===== src/rtl/cpu_pkg.sv =====
// Constants shared by the CPU front end: default datapath width, the halt
// sentinel and the all-zero NOP word.
package cpu_pkg;

    localparam int unsigned        CPU_XLEN      = 32;
    localparam logic [CPU_XLEN-1:0] CPU_HALT_WORD = '1;
    localparam logic [CPU_XLEN-1:0] CPU_NOP       = '0;

    // Occupancy counter width able to hold 0..depth inclusive.
    function automatic int unsigned cnt_width(input int unsigned depth);
        return $clog2(depth) + 1;
    endfunction

endpackage


===== src/rtl/fetch_fifo.sv =====
// Power-of-two instruction queue with a registered head entry, so the
// consumer always reads a flop rather than the storage array.
module fetch_fifo
    import cpu_pkg::*;
#(
    parameter int unsigned WIDTH = 64,
    parameter int unsigned DEPTH = 4
) (
    input  logic                      clk,
    input  logic                      reset,
    input  logic                      push,
    input  logic [WIDTH-1:0]          push_data,
    input  logic                      pop,
    input  logic                      flush,
    output logic                      full,
    output logic                      empty,
    output logic [$clog2(DEPTH):0]    count,
    output logic [WIDTH-1:0]          head
);

    localparam int unsigned AW = $clog2(DEPTH);
    localparam int unsigned CW = cnt_width(DEPTH);

    logic [WIDTH-1:0] r_mem [DEPTH];
    logic [AW-1:0]    r_rd_ptr;
    logic [AW-1:0]    r_wr_ptr;
    logic [CW-1:0]    r_count;
    logic [WIDTH-1:0] r_head;

    logic             w_push;
    logic             w_pop;
    logic [AW-1:0]    w_rd_next;
    logic             w_head_from_push;

    assign w_pop     = pop && (r_count != '0);
    assign w_push    = push && (r_count != CW'(DEPTH));
    assign w_rd_next = r_rd_ptr + AW'(1);

    // New data becomes head when it lands in an empty queue or replaces the
    // only entry being popped in the same cycle.
    assign w_head_from_push = w_push &&
                              ((r_count == '0) || (w_pop && (r_count == CW'(1))));

    always_ff @(posedge clk) begin
        if (w_push && reset && !flush) begin
            r_mem[r_wr_ptr] <= push_data;
        end
    end

    always_ff @(posedge clk) begin
        if (!reset) begin
            r_rd_ptr <= '0;
            r_wr_ptr <= '0;
            r_count  <= '0;
            r_head   <= WIDTH'(CPU_NOP);
        end else if (flush) begin
            r_rd_ptr <= '0;
            r_wr_ptr <= '0;
            r_count  <= '0;
        end else begin
            if (w_push) begin
                r_wr_ptr <= r_wr_ptr + AW'(1);
            end
            if (w_pop) begin
                r_rd_ptr <= w_rd_next;
            end
            case ({w_push, w_pop})
                2'b10:   r_count <= r_count + CW'(1);
                2'b01:   r_count <= r_count - CW'(1);
                default: r_count <= r_count;
            endcase
            if (w_head_from_push) begin
                r_head <= push_data;
            end else if (w_pop && (r_count > CW'(1))) begin
                r_head <= r_mem[w_rd_next];
            end
        end
    end

    assign full  = (r_count == CW'(DEPTH));
    assign empty = (r_count == '0);
    assign count = r_count;
    assign head  = r_head;

endmodule


===== src/rtl/if_prefetch.sv =====
// Instruction prefetch front end: credit-limited fetch issue, PC sequencing,
// redirect flush and halt-word detection in front of a small queue.
module if_prefetch
    import cpu_pkg::*;
#(
    parameter int unsigned      XLEN      = CPU_XLEN,
    parameter int unsigned      DEPTH     = 4,
    parameter logic [XLEN-1:0]  RESET_PC  = '0,
    parameter logic [XLEN-1:0]  HALT_WORD = XLEN'(CPU_HALT_WORD)
) (
    input  logic             clk,
    input  logic             reset,
    input  logic             redirect_valid,
    input  logic [XLEN-1:0]  redirect_pc,
    output logic             imem_req,
    output logic [XLEN-1:0]  imem_addr,
    input  logic [XLEN-1:0]  imem_rdata,
    output logic             out_valid,
    input  logic             out_ready,
    output logic [XLEN-1:0]  out_instr,
    output logic [XLEN-1:0]  out_pc4,
    output logic             halted
);

    localparam int unsigned CW = cnt_width(DEPTH);

    logic [XLEN-1:0]   r_fetch_pc;
    logic [XLEN-1:0]   r_inflight_addr;
    logic              r_inflight;
    logic              r_halted;

    logic [XLEN-1:0]   w_addr;
    logic [CW:0]       w_used;
    logic              w_credit_ok;
    logic              w_issue;
    logic              w_ret_valid;
    logic              w_ret_halt;
    logic              w_push;
    logic              w_pop;
    logic              w_out_valid;
    logic              w_full;
    logic              w_empty;
    logic [CW-1:0]     w_count;
    logic [2*XLEN-1:0] w_head;
    logic [2*XLEN-1:0] w_push_data;

    // Queued entries plus the outstanding fetch must leave room for one more.
    assign w_used      = {1'b0, w_count} + {{CW{1'b0}}, r_inflight};
    assign w_credit_ok = (w_used < (CW+1)'(DEPTH));

    // A redirect always issues: the queue and any returning word are dropped
    // at this edge, so credit is guaranteed.
    assign w_issue = reset && (redirect_valid || (!r_halted && w_credit_ok));
    assign w_addr  = redirect_valid ? redirect_pc : r_fetch_pc;

    assign w_ret_valid = reset && r_inflight && !redirect_valid && !r_halted;
    assign w_ret_halt  = w_ret_valid && (imem_rdata == HALT_WORD);
    assign w_push      = w_ret_valid && !w_ret_halt && !w_full;
    assign w_push_data = {imem_rdata, r_inflight_addr + XLEN'(1)};

    assign w_out_valid = reset && !w_empty && !redirect_valid;
    assign w_pop       = w_out_valid && out_ready;

    always_ff @(posedge clk) begin
        if (!reset) begin
            r_fetch_pc      <= RESET_PC;
            r_inflight      <= 1'b0;
            r_inflight_addr <= '0;
            r_halted        <= 1'b0;
        end else begin
            r_inflight <= w_issue;
            if (w_issue) begin
                r_inflight_addr <= w_addr;
                r_fetch_pc      <= w_addr + XLEN'(1);
            end
            if (redirect_valid) begin
                r_halted <= 1'b0;
            end else if (w_ret_halt) begin
                r_halted <= 1'b1;
            end
        end
    end

    fetch_fifo #(
        .WIDTH (2*XLEN),
        .DEPTH (DEPTH)
    ) u_fetch_fifo (
        .clk       (clk),
        .reset     (reset),
        .push      (w_push),
        .push_data (w_push_data),
        .pop       (w_pop),
        .flush     (redirect_valid),
        .full      (w_full),
        .empty     (w_empty),
        .count     (w_count),
        .head      (w_head)
    );

    assign imem_req  = w_issue;
    assign imem_addr = reset ? w_addr : '0;
    assign out_valid = w_out_valid;
    assign out_instr = reset ? w_head[2*XLEN-1:XLEN] : XLEN'(CPU_NOP);
    assign out_pc4   = reset ? w_head[XLEN-1:0] : '0;
    assign halted    = reset && r_halted;

endmodule


===== config.mk =====
export PLATFORM = sky130hd
export DESIGN_NAME = if_prefetch
export DESIGN_NICKNAME = d
export VERILOG_FILES = /design/src/rtl/cpu_pkg.sv /design/src/rtl/fetch_fifo.sv /design/src/rtl/if_prefetch.sv
export SDC_FILE = /design/constraint.sdc
export NUM_CORES = 1
export LEC_CHECK = 0
export BUFFER_PORTS_ARGS = -buffer_cell sky130_fd_sc_hd__buf_2
export CAP_MARGIN = 20
export CORE_ASPECT_RATIO = 0.9
export CORE_MARGIN = 1.5
export CORE_UTILIZATION = 50
export CTS_CLUSTER_DIAMETER = 200
export DETAILED_ROUTE_END_ITERATION = 6
export GPL_ROUTABILITY_DRIVEN = 0
export PLACE_DENSITY = 0.69
export SLEW_MARGIN = 10
export SYNTH_ARGS = -nofsm -noshare
export SYNTH_HDL_FRONTEND = slang
export SYNTH_HIERARCHICAL = 1
export SYNTH_SLANG_ARGS = --single-unit

===== constraint.sdc =====
create_clock -name clk -period 10.6 [get_ports clk]
set_input_delay 2.12 -clock clk [delete_from_list [all_inputs] [get_ports clk]]
set_output_delay 2.12 -clock clk [all_outputs]
set_load 0.01 [all_outputs]

==> impl_metrics.py, run 1 <==
metrics = {
    "grt": {
        "grt_max_degree": 68,
        "antenna_found_initial": 0,
        "first_global_vias": 12100,
        "grt_usage_pct": 23.7,
        "grt_pass1_wl_um": 69000,
        "overflow": 0,
    },
    "cells_and_area": {
        "diodes": 0,
        "drive_gt1_share_pct": 19.7,
        "final_area_um2": 20500,
        "multi_input_area_um2": 7050,
        "layout.nets": 1665,
        "syn_to_final_growth_pct": 13.3,
        "fillers": 2878,
        "final-seq-area_um2": 10400,
    },
    "setup_path": {
        "max_stage_delay_ns": 0.62,
        "cp_slowest_cell": "buf_4",
        "reg2reg_depth": 9,
        "arrival_ns": 4.09,
        "cp.required_ns": 8.48,
        "cp-end-kind": "output port",
        "startpoint": "redirect_valid",
        "worstPathCellList": "buf_4 -> buf_4 -> nand2b_1 -> a21boi_0 -> nor2_1 -> buf_2",
        "worstSetupPathType": "primary input to output port",
        "crit_path_end": "imem_addr[20]",
        "r2r_start": "u_fetch_fifo/count[0]",
        "reg2reg_slack_ns": 6.85,
        "critPathTopFamily": "buffers and inverters",
        "path_common_cell": "buf_4",
        "cp_num_cells": 6,
        "r2r-end": "u_fetch_fifo/r_mem[0][4]",
        "cp-start-kind": "primary input",
        "worstPathMaxFanout": 67,
        "crit_buf_inv": 3,
    },
    "sta": {
        "fin_crit_sh_pct": 58.6,
        "max_freq_ghz": 0.161,
        "fin_skew_ns": 0.0273,
        "setup_violations": 0,
        "hold_viol": 0,
        "tightest_slew_ns": 1.07,
        "rsz0062_at_grt": "false",
        "period_minus_slack_ns": 6.21,
        "tns_ns": 0,
        "slew_headroom_pct": 28.4,
        "slew_viol_final": 0,
    },
    "clock_tree": {
        "cts_tree": "yes",
        "cts_resized": 0,
        "clk_latency_ns": 0.54,
        "cts_setup_buffers": 0,
        "cts_buffer_depth": 3,
        "holdBufCountCts": 0,
        "cts_inserted_buffers": 41,
        "cts-root-buf": "clkbuf_16",
        "htree_levels": 2,
        "clk_pin_slew_ns": 0.06,
        "clkSinkCount": 393,
    },
    "routing": {
        "final_antenna_net_count": 0,
        "wl_per_cell_um": 21.4,
        "vias_per_cell": 6.03,
        "wl_um": 44700,
        "dr_total_vias": 12600,
        "drc": 0,
        "first_iter_violations": 956,
        "firstDrtPassIters": 5,
    },
    "power_and_ir_drop": {
        "power_density_nw_per_um2": 164,
        "ir_drop_v": 0.0000988,
        "p_leak_nw": 7.29,
    },
    "outcome": {
        "outcome": "completed",
    },
    "placement": {
        "io_buffer_count": 166,
        "place_area_um2": 19100,
        "hpwl_um": 27400,
    },
    "die": {
        "dieArea_um2": 37300,
        "chipWidth_um": 203,
        "rows": 65,
        "fp.coreArea_um2": 35300,
        "die_height_um": 183,
        "ios": 167,
        "start_util_pct": 51.2,
    },
    "synthesis": {
        "ys_async_sr_fraction_pct": 0,
        "ys_seq_area_share_pct": 57.7,
        "syn-cell-area_um2": 18100,
        "synthesis.nets": 1544,
        "synthCells": 1465,
        "synth_edf_count": 256,
        "synthFlopType": "edfxtp_1",
        "ys_ff_latch": 393,
        "ys.warnings.count": 6,
        "yosysTopAreaCellShare_pct": 42.5,
        "synth.area.top_cells": "edfxtp_1, dfxtp_1, mux4_2",
        "avgSynthCellArea_um2": 12.3,
        "synth_cell_types": 64,
        "synth_top_area_cell": "edfxtp_1",
    },
    "hold_path": {
        "hold_class": "flip-flop to flip-flop",
    },
    "run": {
        "maxCapViolations": 0,
    },
}
## cells by family (layout without fill, tap and decap cells)
| family | Yosys count | after routing | share of synthesized area, % |
|---|---|---|---|
| buf+inv | 121 | 275 | 3.54 |
| fa+ha+maj | 11 | 11 | 0.761 |
| mux | 96 | 96 | 10.1 |
| compound gates | 249 | 249 | 10.3 |
| simple gates | 524 | 524 | 14.2 |
| xor+xnor | 71 | 71 | 3.44 |
| flops | 393 | 393 | 57.7 |
## synth_stat cells, types with 2 or more instances
library cell and n:
a211oi_1 86, a21boi_0 2, a21o_1 2, a21oi_1 32
a22oi_1 2, a22oi_2 2, a311oi_1 67, a31oi_1 3
and2_1 89, and3_1 9, and4_1 3, buf_1 3
buf_2 32, buf_4 12, buf_6 13, clkbuf_1 45
dfxtp_1 137, edfxtp_1 256, ha_1 11, inv_1 13
inv_2 2, mux2i_1 32, mux4_1 15, mux4_2 49
nand2_1 228, nand2b_1 9, nand3_1 39, nand3_2 2
nand3b_1 11, nand4_1 25, nand4b_1 6, nor2_1 74
nor3_1 7, nor4_1 4, nor4_2 2, o211a_1 4
o211ai_1 3, o21a_1 2, o21ai_0 26, o21ai_1 4
o22ai_1 4, or3_1 7, xnor2_1 42, xor2_1 29
## tightest hold or removal path, delay by kind of cell, from the launching register on
kind | cells | cell delay (ns)
simple gates | 1 | 0.06
compound gates | 1 | 0.05
flops | 1 | 0.31
## power by group
group	switching (W)	leakage, nW	internal, W
clock	0.000587	0.660	0.000887
combinational	0.000124	3.20	0.0000666
sequential	0.0000297	3.43	0.00166
total	0.000741	7.29	0.00261
## sequential cells by signal (all words and copies together), names as in the netlist
register,cells
u_fetch_fifo/r_rd_ptr,2
u_fetch_fifo/r_mem,256
r_inflight_addr,32
u_fetch_fifo/r_wr_ptr,2
u_fetch_fifo/count,3
r_halted,1
r_inflight,1
r_fetch_pc,32
u_fetch_fifo/head,64
## routing by layer
metal / track usage (%) / share of wire (%) / vias to the layer above
met1: 34.1 / 44 / 6271
met2: 37.5 / 47 / 481
met4: 5.69 / 1.7 / 0
met5: 0 / 0 / -
met3: 4.30 / 7.4 / 68
li1: - / - / 5767
## cells in the final DEF, fill, tap and decap left out, types with 19 or more instances in the layout
cell type and count:
buf_4 19, o21ai_0 26, a21oi_1 32, a211oi_1 86, buf_2 165, mux2i_1 32
dfxtp_1 135, nand2_1 227, a311oi_1 66, nand3_1 39, xnor2_1 42, clkbuf_16 42
xor2_1 29, and2_1 84, nor2_1 74, nand4_1 25, edfxtp_1 256, mux4_2 49
## through the flow
step	hold WS [ns]	setup slack, ns	std cells	utilization [%]	total power, W
after floorplan	0.439	4.93	1465	-	0.00183
after global placement	0.454	4.40	2012	54.1	0.00190
after detailed placement	0.455	4.35	2012	54.1	0.00191
after CTS	0.463	4.35	2088	58.0	0.00337
after global routing	0.484	4.16	2088	58.0	0.00346
final	0.463	4.39	2088	58.0	0.00335
## worst min path at each step
stage                               from        endpoint  slack [ns]  cells past startpoint
after floorplan           r_fetch_pc[31]  r_fetch_pc[31]        0.44                      2
after global placement    r_fetch_pc[31]  r_fetch_pc[31]        0.45                      2
after detailed placement  r_fetch_pc[31]  r_fetch_pc[31]        0.45                      2
after CTS                 r_fetch_pc[31]  r_fetch_pc[31]        0.46                      2
after global routing      r_fetch_pc[31]  r_fetch_pc[31]        0.48                      2
final                     r_fetch_pc[31]  r_fetch_pc[31]        0.46                      2
## layout make-up
cell class                 count  area share [%]
sequential                   393            50.9
clock buffer                  61            5.67
timing repair buffer         184            4.73
multi-input combinational    951            34.4
tap                          469            2.86
inverter                      15           0.275
clock inverter                15            1.11
(Power assumes the default switching activity.)
==> run 2: changes to the inputs <==
--- a/config.mk
+++ b/config.mk
@@ -13,7 +13,7 @@
 export CTS_CLUSTER_DIAMETER = 200
 export DETAILED_ROUTE_END_ITERATION = 6
 export GPL_ROUTABILITY_DRIVEN = 0
-export PLACE_DENSITY = 0.69
+export PLACE_DENSITY = 0.72
 export SLEW_MARGIN = 10
 export SYNTH_ARGS = -nofsm -noshare
 export SYNTH_HDL_FRONTEND = slang
==> constraint.sdc (replaced) <==
create_clock -name clk -period 5 [get_ports clk]
set_input_delay 1 -clock clk [delete_from_list [all_inputs] [get_ports clk]]
set_output_delay 1 -clock clk [all_outputs]
set_load 0.01 [all_outputs]
==> impl_metrics.py, run 2 (synthesis gave the netlist of run 1 again) <==
metrics = {
    "die": {
        "ios": 167,
        "start_util_pct": 51.2,
        "die_height_um": 183,
        "chipWidth_um": 203,
        "rows": 65,
        "fp.coreArea_um2": 35300,
        "dieArea_um2": 37300,
    },
    "clock_tree": {
        "clkSinkCount": 393,
        "cts_resized": 0,
        "holdBufCountCts": 0,
        "cts_inserted_buffers": 41,
        "htree_levels": 2,
        "cts-root-buf": "clkbuf_16",
        "clk_latency_ns": 0.55,
        "cts_setup_buffers": 0,
        "cts_buffer_depth": 3,
        "clk_pin_slew_ns": 0.06,
        "cts_tree": "yes",
    },
    "setup_path": {
        "worstPathMaxFanout": 64,
        "cp-end-kind": "flip-flop",
        "worstSetupPathType": "primary input to flip-flop",
        "cp-start-kind": "primary input",
        "arrival_ns": 4.03,
        "cp.required_ns": 5.44,
    },
    "grt": {
        "grt_pass1_wl_um": 70200,
        "overflow": 0,
        "grt_usage_pct": 23.9,
        "antenna_found_initial": 1,
        "grt_max_degree": 67,
        "first_global_vias": 12400,
    },
    "power_and_ir_drop": {
        "p_leak_nw": 7.34,
        "total_power_w": 0.00696,
        "power_density_nw_per_um2": 339,
        "ir_drop_v": 0.000227,
    },
    "routing": {
        "firstDrtPassIters": 6,
        "final_antenna_net_count": 0,
        "vias_per_cell": 5.98,
        "dr_total_vias": 12600,
        "drc": 0,
        "wl_um": 44600,
        "wl_per_cell_um": 21.3,
        "first_iter_violations": 1185,
    },
    "cells_and_area": {
        "fin_util_pct": 58.2,
        "regMostFlops": "u_fetch_fifo/r_mem",
        "final_area_um2": 20500,
        "layout_commonest_cell": "edfxtp_1",
        "diodes": 0,
        "layout.nets": 1675,
        "final_cell_mix": "edfxtp_1, nand2_1, buf_2, dfxtp_1, a211oi_1",
        "syn_to_final_growth_pct": 13.7,
        "largest_reg_flops": 256,
        "drive_gt1_share_pct": 20.5,
    },
    "placement": {
        "place_area_um2": 19200,
        "io_buffer_count": 166,
        "hpwl_um": 27400,
    },
    "sta": {
        "fin_crit_sh_pct": 71.8,
        "period_minus_slack_ns": 3.59,
        "max_freq_ghz": 0.278,
        "slew_headroom_pct": 34.8,
        "slew_viol_final": 0,
        "fin_skew_ns": 0.0235,
        "hold_viol": 0,
        "tightest_slew_ns": 0.978,
        "setup_violations": 0,
        "tns_ns": 0,
        "rsz0062_at_grt": "false",
    },
    "outcome": {
        "outcome": "completed",
    },
    "run": {
        "maxCapViolations": 0,
    },
    "hold_path": {
        "hold_class": "flip-flop to flip-flop",
    },
}
run 2: cell count changes in the layout (fill, tap and decap cells not counted), moves of 3 or more:
cell	before	now
clkbuf_8	4	1
buf_4	19	24
buf_12	0	5
clkinv_2	0	10
clkbuf_1	15	12
run 2: report_power, final:
group	switching, W	internal (W)	leakage (nW)	total, W
combinational	0.000267	0.000146	3.26	0.000413
sequential	0.0000591	0.00352	3.43	0.00357
clock	0.00124	0.00173	0.650	0.00298
run 2: worst max-delay path: stages:
cell      delay [ns]
buf_4           0.12
inv_2           0.32
nand2_1         0.28
or4b_1          0.51
a21oi_1         0.15
nor2b_1         0.25
and3b_2         0.24
buf_4           0.66
a211oi_1        0.11
a311oi_1        0.34
run 2: metal layers:
layer,vias up,track usage (%),part of all wire [%]
met2,458,38.6,47
met4,0,5.45,1.3
met5,-,0,0
li1,5805,-,-
met3,55,3.59,7.2
met1,6238,34.3,44
run 2: stage by stage:
stage	hold slack (ns)	instances	setup WS (ns)
6_report	0.458	2098	1.41
5_1_grt	0.490	2098	1.14
4_1_cts	0.461	2098	1.43
3_5_place_dp	0.455	2022	0.869
3_3_place_gp	0.450	2022	1.00
2_1_floorplan	0.439	1465	0.451
run 2: layout make-up:
| cell class | count | area (um2) |
|---|---|---|
| clock buffer | 55 | 1110 |
| inverter | 15 | 56.3 |
| sequential | 393 | 10400 |
| timing repair buffer | 194 | 1110 |
| tap | 469 | 587 |
| multi-input combinational | 951 | 7040 |
| clock inverter | 21 | 213 |
| fill | 2867 | 14700 |
run 2: path summary, 6_finish.rpt:
check	from	endpoint	slack, ns	depth (start not counted)
worst min-delay path	r_fetch_pc[31]	r_fetch_pc[31]	0.46	2
worst max register to register	u_fetch_fifo/count[0]	u_fetch_fifo/head[29]	1.53	10
worst min register to register	r_fetch_pc[31]	r_fetch_pc[31]	0.46	2
worst max-delay path	redirect_valid	u_fetch_fifo/head[29]	1.41	10
